--- config.mk ---
export PLATFORM = sky130hd
export DESIGN_NAME = wbuf_read_sched
export DESIGN_NICKNAME = d
export VERILOG_FILES = /design/src/rtl/wbuf_read_sched.sv
export SDC_FILE = /design/constraint.sdc
export NUM_CORES = 1
export LEC_CHECK = 0
export ABC_CLOCK_PERIOD_IN_PS = 6500
export CORE_ASPECT_RATIO = 1.75
export CORE_UTILIZATION = 30
export DETAILED_ROUTE_END_ITERATION = 6
export PLACE_DENSITY = 0.61
export SETUP_SLACK_MARGIN = 0.15
export SLEW_MARGIN = 20
export SYNTH_ARGS = -nofsm -noshare
export SYNTH_HDL_FRONTEND = slang
export SYNTH_SLANG_ARGS = --single-unit
--- constraint.sdc ---
create_clock -name clk -period 6.5 [get_ports clk]
set_input_delay 1.3 -clock clk [delete_from_list [all_inputs] [get_ports clk]]
set_output_delay 1.3 -clock clk [all_outputs]
set_load 0.01 [all_outputs]
--- src/rtl/wbuf_read_sched.sv ---
// Read scheduler for the 6-bank dual-port weight buffer: arbitrates four lane
// requests onto bank ports A/B with rotating priority and aligns response strobes to read data.
module wbuf_read_sched #(
  parameter int N_BANK = 6,
  parameter int DEPTH  = 11,
  parameter int ADDR_W = $clog2(DEPTH),
  parameter int BANK_W = $clog2(N_BANK),
  parameter int RD_LAT = 2
) (
  input  logic                   clk,
  input  logic                   rst_n,
  input  logic                   clear,
  input  logic [3:0]             req_valid,
  input  logic [3:0][BANK_W-1:0] req_bank,
  input  logic [3:0][ADDR_W-1:0] req_addr,
  output logic [3:0]             req_ready,
  output logic [3:0][BANK_W-1:0] bank_sel,
  output logic [3:0][ADDR_W-1:0] addr_sel,
  output logic [3:0]             en_sel,
  output logic [3:0]             port_sel,
  output logic [3:0]             rsp_valid,
  output logic [3:0]             rsp_err,
  output logic [15:0]            conflict_cnt
);

  // Handshake: a lane transfers when req_valid & req_ready are both high at the
  // rising edge; the lane holds req_bank/req_addr while valid and not ready.
  // req_ready is combinational and depends on all lanes' req_valid.

  logic [1:0]        ptr;
  logic [3:0]        legal;
  logic [3:0]        grant;
  logic [3:0]        gport;
  logic [3:0]        acc_err;
  logic              stall;
  logic [N_BANK-1:0] a_busy;
  logic [N_BANK-1:0] b_busy;
  logic [1:0]        lane;

  // Stage 0 lines up with en_sel; stage RD_LAT lines up with WBUF read data.
  logic [3:0] pv [RD_LAT+1];
  logic [3:0] pe [RD_LAT+1];

  always_comb begin
    for (int j = 0; j < 4; j++) begin
      legal[j] = (32'(req_bank[j]) < N_BANK) && (32'(req_addr[j]) < DEPTH);
    end
  end

  always_comb begin
    a_busy    = '0;
    b_busy    = '0;
    req_ready = '0;
    grant     = '0;
    gport     = '0;
    acc_err   = '0;
    stall     = 1'b0;
    lane      = '0;
    for (int k = 0; k < 4; k++) begin
      lane = ptr + 2'(k);
      if (req_valid[lane] && rst_n && !clear) begin
        if (!legal[lane]) begin
          req_ready[lane] = 1'b1;
          acc_err[lane]   = 1'b1;
        end else if (!a_busy[req_bank[lane]]) begin
          a_busy[req_bank[lane]] = 1'b1;
          req_ready[lane]        = 1'b1;
          grant[lane]            = 1'b1;
        end else if (!b_busy[req_bank[lane]]) begin
          b_busy[req_bank[lane]] = 1'b1;
          req_ready[lane]        = 1'b1;
          grant[lane]            = 1'b1;
          gport[lane]            = 1'b1;
        end else begin
          stall = 1'b1;
        end
      end
    end
  end

  always_ff @(posedge clk or negedge rst_n) begin
    if (!rst_n) begin
      ptr          <= '0;
      bank_sel     <= '0;
      addr_sel     <= '0;
      en_sel       <= '0;
      port_sel     <= '0;
      conflict_cnt <= '0;
      for (int i = 0; i <= RD_LAT; i++) begin
        pv[i] <= '0;
        pe[i] <= '0;
      end
    end else if (clear) begin
      ptr          <= '0;
      bank_sel     <= '0;
      addr_sel     <= '0;
      en_sel       <= '0;
      port_sel     <= '0;
      conflict_cnt <= '0;
      for (int i = 0; i <= RD_LAT; i++) begin
        pv[i] <= '0;
        pe[i] <= '0;
      end
    end else begin
      if (|grant) ptr <= ptr + 2'd1;
      if (stall && conflict_cnt != 16'hFFFF) conflict_cnt <= conflict_cnt + 16'd1;
      for (int j = 0; j < 4; j++) begin
        bank_sel[j] <= grant[j] ? req_bank[j] : '0;
        addr_sel[j] <= grant[j] ? req_addr[j] : '0;
      end
      en_sel   <= grant;
      port_sel <= gport & grant;
      // Illegal accepts ride the same pipeline so per-lane responses stay ordered.
      pv[0] <= grant | acc_err;
      pe[0] <= acc_err;
      for (int i = 1; i <= RD_LAT; i++) begin
        pv[i] <= pv[i-1];
        pe[i] <= pe[i-1];
      end
    end
  end

  assign rsp_valid = pv[RD_LAT];
  assign rsp_err   = pe[RD_LAT];

endmodule

-- After elaboration in Yosys (flattened, before gate mapping)
Memory sizes are Yosys's and may differ from the RTL's.
Index checks and enable logic that the tools add are counted.
- bits of input ports: 35
- output and inout port bits: 64
- word-level logic and storage cells: 241
- register bits: 78
- bits in read-only memories: 8
- memories: 1
- mux-type cells: 153
- bitwise gates (word level): 17
- add/sub/neg operators: 4
- equality and inequality tests: 1
- order comparisons: 23
- reductions and logical operators: 24
- memories (name ; words ; bits a word ; rd ports ; clocked after memory_dff ; write ports ; RTL line ; RTL):
    (no name shown) ; 8 ; 1 ; 1 ; 0 ; 0 ; 69 ; end else if (!b_busy[req_bank[lane]]) begin
- operators by type and width (operator ; count):
    $mux W4 ; 55
    $mux W6 ; 20
    $mux W16 ; 3
    $or A4 B4 Y4 ; 12
    $mux W1 ; 37
    $mux W12 ; 3
    $bmux W3 S2 ; 4
    $mux W3 ; 8
    $or A6 B6 Y6 ; 4
    $logic_and A1 B1 Y1 ; 20
    $bmux W1 S3 ; 6
    $add A16 B1 Y16 const B ; 1
    $bmux W1 S2 ; 8
    $lt A3 B4 Y1 const B ; 4
    $lt A4 B4 Y1 const B ; 4
    $ne A16 B16 Y1 const B ; 1
    $lt A2 B3 Y1 const B ; 4
    $lt A3 B3 Y1 const B ; 4
    $demux W1 S3 ; 3
    $ge A3 B1 Y1 const B ; 3
    $demux W1 S2 ; 4
    $ge A2 B1 Y1 const B ; 4
    $add A2 B2 Y2 const B ; 2
    $and A4 B4 Y4 ; 1
    5 further kinds ; 7

-- Depth between registers and ports, before layout
Gate-level depths: netlist (run 1).
- depth after elaboration: 31
- gate-level depth with buffers: 18
- mapped depth without buffers: 14

-- Worst setup path after synthesis (run 1)
Ideal clock, no wire load.
- kind: register -> output
- start point: register ptr[1]
- end point: output port req_ready[1]
- buffers on the path: 2
- arrival time: 4375 ps
- required time: 5200 ps
- stages on the path, launching flop included: 17
- slack: 825 ps
- cell sequence: dfrtp_1 clkbuf_1 inv_1 ha_1 buf_6 mux4_2 or3b_4 nor4b_4 o211ai_1 o311ai_1 and4b_1 o21a_1 a21oi_1 o31ai_2 or2_1 o21ai_2 or2_1
- longest elaborated chain between the ends: 28
- elaborated cells between the ends (all ways): 126
- those cells by class: add/sub: 3; order compare: 14; mux: 86; bitwise: 7; reduce/logical: 15; memory: 1
- ends and longest elaborated chain (what ; RTL line ; RTL):
    from (decl) ; 30 ; logic [1:0] ptr;
    from (signal assigned) ; 105 ; if (|grant) ptr <= ptr + 2'd1;
    $bmux W3 S2 ; - ;
    $mux W3 (not written as such) ; - ;
    $lt A3 B4 Y1 (not written as such) / $ge A3 B1 Y1 (equally long branches) ; 66, 70 ;
    $logic_and A1 B1 Y1 (not written as such) ; 66, 70 ;
    $mux W1 (not written as such) ; 66, 70 ;
    $demux W1 S3 ; 66, 70 ;
    $mux W6 ; 69 ;
    $mux W6 ; 65 ; end else if (!a_busy[req_bank[lane]]) begin
    [12 not listed] ; - ;
    $mux W6 ; 62 ; if (!legal[lane]) begin
    $mux W6 ; 61 ; if (req_valid[lane] && rst_n && !clear) begin
    $bmux W1 S3 ; 69 ;
    $mux W1 (not written as such) ; 69 ;
    $mux W4 ; 69 ;
    $mux W4 ; 65 ;
    $mux W4 ; 62 ;
    $mux W4 * ; 61 ;
    to (decl) ; 16 ; output logic [3:0] req_ready,
Every way passes the cells marked *; elsewhere a longest branch is shown, timed or not. The select of a mux whose other input is x is not followed.

-- Final worst setup path (run 1)
- start point: input port req_bank[4] (netlist name)
- end point: output port req_ready[0]
- longest elaborated chain between the ends: 28
- elaborated cells between the ends (all ways): 89
- those cells by class: order compare: 7; mux: 70; bitwise: 7; reduce/logical: 4; memory: 1
- ends and longest elaborated chain (what ; RTL line ; RTL):
    from (decl) ; 14 ; input logic [3:0][BANK_W-1:0] req_bank,
    $bmux W3 S2 ; - ;
    $mux W3 (not written as such) ; - ;
    $lt A3 B4 Y1 (not written as such) / $ge A3 B1 Y1 (equally long branches) ; 66, 70 ;
    $logic_and A1 B1 Y1 (not written as such) ; 66, 70 ;
    $mux W1 (not written as such) ; 66, 70 ;
    $demux W1 S3 ; 66, 70 ;
    $mux W6 ; 69 ;
    $mux W6 ; 65 ;
    [12 not listed] ; - ;
    $mux W6 ; 62 ;
    $mux W6 ; 61 ;
    $bmux W1 S3 ; 69 ;
    $mux W1 (not written as such) ; 69 ;
    $mux W4 ; 69 ;
    $mux W4 ; 65 ;
    $mux W4 ; 62 ;
    $mux W4 * ; 61 ;
Marked as above.

==> qor.txt, run 1 <==
Syn Nets - 514
status - complete, no violations
complex-gate fraction of the synthesized area - 14.1%
layout cells sized above 1 - 21.1%
Worst Clk Skew - 7.92 ps
root buf cell - clkbuf_16
fmax - 0.158 GHz
Layout area overhead - 41.4%
worst hold slack - 457 ps
post-synthesis cell area - 4790 sq um
total grt overflow - 0
most common cell in the netlist - dfrtp_1
commonest cells in the netlist - 78 x dfrtp_1, 44 x nor2_1, 40 x nor2b_1, 34 x nand2_1, 31 x and2_1
cts bufs inserted - 9
Worst-Skew Late Latency - 340 ps
GPL Wtd Cong - 0.961
R2R cell count - 15
initial antenna violation count - 0
cell taking the most area after synthesis - dfrtp_1
CTS tree - built
Netlist cell types - 67
unrepaired setup endpoints after global routing - yes
FF+latch count, synth - 78
XOR/XNOR share of the synthesized area - 2.38%
num ports - 99
CP Class - in -> out
synthesized instance count - 471
Final Cycle Share - 97.3%
Final Hold Viols - 0
Post-CTS Hold Fix Bufs - 0
Avg Cell Area, Syn - 10.2 sq um
Hold Crit Class - reg -> reg
# H-tree levels - 3
Post-synth EDFFs - 0
Layout Cells excl Fill - 811
max-cap violations - 0
first-pass GRT wire length - 24300 um
Core ar. - 15500 sq um
pin count of the biggest net entering global routing - 79
number of diodes - 0
row cnt - 60
port bufs - 98
Slew HR - 64.3%
DIE HEIGHT - 169 um
Avg WL per Cell - 19.1 um
Most used DFF post-synth - dfrtp_1
largest family of logic cells by synthesized area - simple AND/OR/NAND/NOR gates
post-synthesis adder-cell area fraction - 2.09%
crit path from - req_bank[4]
die width - 97.5 um
DP HPWL - 12200 um
CP endpoint kind - output port
DR iter-0 viols - 249
hold wc startpoint - pe[7]$_DFF_PN0_
die area - 16500 sq um
via/cell ratio - 5.38
Worst Tran Pin Value - 532 ps
ys async rst share - 100%
mux share of post-synthesis cell area - 11.9%
post-layout min period - 6320 ps
top-area cell type share of the netlist area - 40.8%
Post-layout nets - 663
Max Slew Vio Count - 0
reg2reg end - conflict_cnt[13]$_DFFE_PN0P_
placed insts - 790
Synth area leaders - dfrtp_1 41%, mux4_2 6.1%, nor2b_1 5.2%
DR vias - 4365
Synth warnings - 0
vias in the first global route - 4605
routed wire length - 15500 um
Final ANT Viol Nets - 0
P_leak - 2.91 nW
PwrDens - 331 nW/um^2
crit path to - req_ready[0]
drt pass-1 iters - 7
reg2reg start - ptr[0]$_DFFE_PN0P_
Post-Synth Simple-Gate Area - 24.8%
Worst EP arrival - 5020 ps
final core occ - 43.7%
R2R Setup Slk - 1660 ps
sequential share of the synthesized area - 40.8%
Clk pin slew, worst setup/hold paths - 60 ps
Sink Count - 78
crit path launch type - input pin
worst vdd ir - 145 uV
TNS Setup - 0 ps
DRC - 0
Max clock buf depth - 2
initial core utilization - 30.9%
Final setup viols - 0
CP required - 5200 ps
GR Util All Layers - 18.9%
worst-path maximum fanout - 4
-- placed cells by master (no fill, tap or decap), types with 5 or more instances in the layout --
| cell | Yosys | layout |
|---|---|---|
| xnor2_1 | 7 | 7 |
| and3_1 | 9 | 9 |
| mux4_2 | 13 | 13 |
| mux2i_1 | 12 | 12 |
| inv_1 | 9 | 9 |
| or2_1 | 8 | 7 |
| dfrtp_1 | 78 | 78 |
| a22oi_1 | 9 | 6 |
| buf_4 | 9 | 60 |
| clkbuf_16 | 0 | 9 |
| mux2_2 | 5 | 5 |
| a21oi_1 | 8 | 7 |
| nor2_1 | 44 | 44 |
| nand4_1 | 9 | 9 |
| nand2b_1 | 8 | 8 |
| o21ai_0 | 10 | 9 |
| ha_1 | 8 | 8 |
| and2_1 | 31 | 31 |
| a221o_1 | 6 | 6 |
| clkdlybuf4s50_1 | 0 | 89 |
| mux2_1 | 9 | 9 |
| nand2_1 | 34 | 34 |
| nand3_1 | 12 | 12 |
| xor2_1 | 6 | 5 |
| nor2b_1 | 40 | 40 |
-- how the worst min path moves through the flow --
stage,cells past startpoint,end,slack [ps]
2_1_floorplan,1,pe[4]$_DFF_PN0_,440
3_3_place_gp,1,rsp_err[0]$_DFF_PN0_,440
3_5_place_dp,1,pv[4]$_DFF_PN0_,450
4_1_cts,1,pv[4]$_DFF_PN0_,460
5_1_grt,1,rsp_err[1]$_DFF_PN0_,470
6_report,1,rsp_err[3]$_DFF_PN0_,460
-- metrics by stage --
step	cell area [sq um]	setup WS, ps	total power, W
floorplan	4790	825	0.00119
global placement	6270	-126	0.00163
detailed placement	6270	-177	0.00163
CTS	6640	151	0.00221
global route	6770	91.9	0.00235
finish	6770	178	0.00224
-- critical path: stages --
cell and delay (ps):
clkdlybuf4s50_1 440, mux4_2 550, or3b_4 450, nor4b_4 270
o211ai_1 230, o311ai_1 330, and4b_1 250, o21a_1 130
a21oi_1 60, o31ai_2 270, buf_4 180, and2_1 170
o21ai_1 90, dlygate4sd2_1 300
-- logic make-up after synthesis --
family          Yosys count
mux                      39
fa+ha+maj                 8
compound gates           87
flops                    78
buf+inv                  32
simple gates            214
xor+xnor                 13
-- sequential cells by signal (all words and copies together) (netlist names) --
| name | cells |
|---|---|
| ptr | 2 |
| rsp_err | 4 |
| pv | 8 |
| addr_sel | 16 |
| bank_sel | 12 |
| rsp_valid | 4 |
| conflict_cnt | 16 |
| port_sel | 4 |
| en_sel | 4 |
| pe | 8 |
-- layout make-up --
type	instances	area, sq um
Fill cell	1501	8700
Multi-Input combinational cell	361	2760
Sequential cell	78	1950
Timing Repair Buffer	160	1450
Tap cell	186	233
Clock buffer	9	225
Clock inverter	7	103
Inverter	10	37.5
-- metal layers --
| metal | vias up | track usage (%) | wire length, um |
|---|---|---|---|
| li1 | 2006 | - | - |
| met1 | 2146 | 18.9 | 5530 |
| met2 | 169 | 36.5 | 8680 |
| met3 | 44 | 2.48 | 588 |
| met4 | 0 | 11.7 | 709 |
| met5 | - | 0 | 0 |
-- power by group --
group	internal, W	leakage [nW]	switching (W)
Sequential	0.000532	1.08	0.0000117
Combinational	0.000505	1.67	0.000635
Clock	0.000343	0.163	0.000215
Total	0.00138	2.91	0.000861
-- repair_timing --
action                     in CTS  in global routing
pin swaps                       8                 10
setup buffers                   1                  3
resized for setup              15                 23
setup endpoints to repair       4                  4
Power figures use the tool's default switching activity.
==> inputs of run 2 (changes only) <==
- ABC_CLOCK_PERIOD_IN_PS: 6500 -> 6950
- CTS_CLUSTER_SIZE: default -> 28
- DONT_BUFFER_PORTS: default -> 1
- PLACE_DENSITY: 0.61 -> 0.53
- clock period: 6.5 -> 6.95 ns (I/O delays scaled with it)
==> run 2 against run 1 <==
Net effect:
- sequential power down 3%
- global-route usage down 1.6 points
- hold slack better by 0.64 ps
- die area unchanged
- cell count down 19%
- via count down 13%
- sequential share of layout area up 8.6 points
- flip-flop and latch count unchanged
- utilization down 10 points
- largest power group unchanged
==> qor.txt, run 2 (synthesized netlist as in run 1, its figures left out) <==
R2R cell count - 14
hold endpoint - pv[4]$_DFF_PN0_
pin count of the biggest net entering global routing - 81
row cnt - 60
most common cell after layout, fill and taps aside - dfrtp_1
num ports - 99
drt pass-1 iters - 5
Worst Hold Path Cells - 1
Avg WL per Cell - 21.3 um
status - complete, no violations
Final Hold Viols - 0
CP top delay family - compound AO/OA/AOI/OAI gates
max-cap violations - 0
final core occ - 33.7%
P_leak - 2.21 nW
vias in the first global route - 3894
most frequent CP cell - or2_1
DRC - 0
Post-CTS Setup Bufs - 0
crit path launch type - register
DR vias - 3782
R2R Setup Slk - 2090 ps
CTS tree - built
Worst-Skew Late Latency - 340 ps
Worst EP arrival - 4980 ps
total grt overflow - 0
Max clock buf depth - 2
Sink Count - 78
DIE HEIGHT - 169 um
Hold Crit Class - reg -> reg
CP peak stage delay - 670 ps
Final Cycle Share - 91.7%
die width - 97.5 um
layout cells sized above 1 - 11.1%
number of diodes - 0
Layout area overhead - 8.78%
initial antenna violation count - 0
WP depth - 14
DP HPWL - 10700 um
Pwr Total - 0.00177 W
GPL Wtd Cong - 0.932
fmax - 0.157 GHz
most frequent cells in the layout - 78 x dfrtp_1, 44 x nor2_1, 40 x nor2b_1, 34 x nand2_1, 31 x and2_1
unrepaired setup endpoints after global routing - no
CP endpoint kind - output port
initial core utilization - 30.9%
CP Cell Sequence - inv_1 > ha_1 > mux4_2 > xor2_1 > o32ai_1 > nand4_1 > o311ai_1 > o211a_1 > nand2b_1 > a21oi_1 > o31ai_2 > or2_1 > o21ai_2 > or2_1
Layout fillers - 1565
Final setup viols - 0
placed insts - 640
Worst Tran Pin Value - 898 ps
reg2reg end - addr_sel[2]$_DFF_PN0_
GR Util All Layers - 17.4%
reg2reg start - ptr[1]$_DFFE_PN0P_
root buf cell - clkbuf_16
Clk pin slew, worst setup/hold paths - 60 ps
Worst Clk Skew - 6.55 ps
Layout Cells excl Fill - 656
TNS Setup - 0 ps
routed wire length - 13900 um
Post-layout nets - 508
worst vdd ir - 146 uV
Post-CTS Hold Fix Bufs - 0
worst-path maximum fanout - 10
first-pass GRT wire length - 22100 um
Core ar. - 15500 sq um
CP required - 5560 ps
post-layout min period - 6370 ps
cts bufs inserted - 9
CTS-repair resized insts - 0
PwrDens - 339 nW/um^2
Final ANT Viol Nets - 0
Slew HR - 39.5%
CP Class - reg -> out
biggest regs - addr_sel: 16 flops, conflict_cnt: 16 flops, bank_sel: 12 flops
Worst path slowest cell - mux4_2
Critical path buffers and inverters - 1
die area - 16500 sq um
Max Slew Vio Count - 0
via/cell ratio - 5.77
DR iter-0 viols - 225
port bufs - 0
# H-tree levels - 3
hold wc startpoint - pv[8]$_DFF_PN0_
## run 2: cell type report
class / count / area (sq um) / share of cell area, %
repair buffers: 5 / 37.5 / 0.721
flip-flops and latches: 78 / 1950 / 37.5
clock buffers: 10 / 229 / 4.40
inverters: 10 / 37.5 / 0.721
well taps: 186 / 233 / 4.47
clock inverters: 6 / 71.3 / 1.37
multi-input cells: 361 / 2650 / 50.8
## run 2: how the worst max path moves through the flow
| stage | startpoint | slack, ps | end |
|---|---|---|---|
| 2_1_floorplan | ptr[1]$_DFFE_PN0P_ | 1190 | req_ready[1] |
| 3_3_place_gp | req_bank[8] | 680 | req_ready[2] |
| 3_5_place_dp | req_bank[8] | 690 | req_ready[2] |
| 4_1_cts | ptr[1]$_DFFE_PN0P_ | 610 | req_ready[2] |
| 5_1_grt | ptr[0]$_DFFE_PN0P_ | 250 | req_ready[1] |
| 6_report | ptr[1]$_DFFE_PN0P_ | 580 | req_ready[2] |
## run 2: metal layers
metal	share of wire, %	global-route usage, %
met5	0	0
met4	6.6	12.6
met1	35	17.6
met3	4.9	3.63
met2	53	31.2
## run 2: where the power goes
part | internal (W) | total (W) | switching, W
combinational | 0.000279 | 0.000769 | 0.000490
clock | 0.000281 | 0.000471 | 0.000191
sequential | 0.000498 | 0.000525 | 0.0000273
total | 0.00106 | 0.00177 | 0.000708
## run 2: through the flow
stage	hold slack, ps	worst slack, ps	cell area (sq um)
2_1_floorplan	439	1190	4790
3_3_place_gp	442	682	4910
3_5_place_dp	448	693	4910
4_1_cts	462	612	5210
5_1_grt	468	248	5210
6_report	457	576	5210
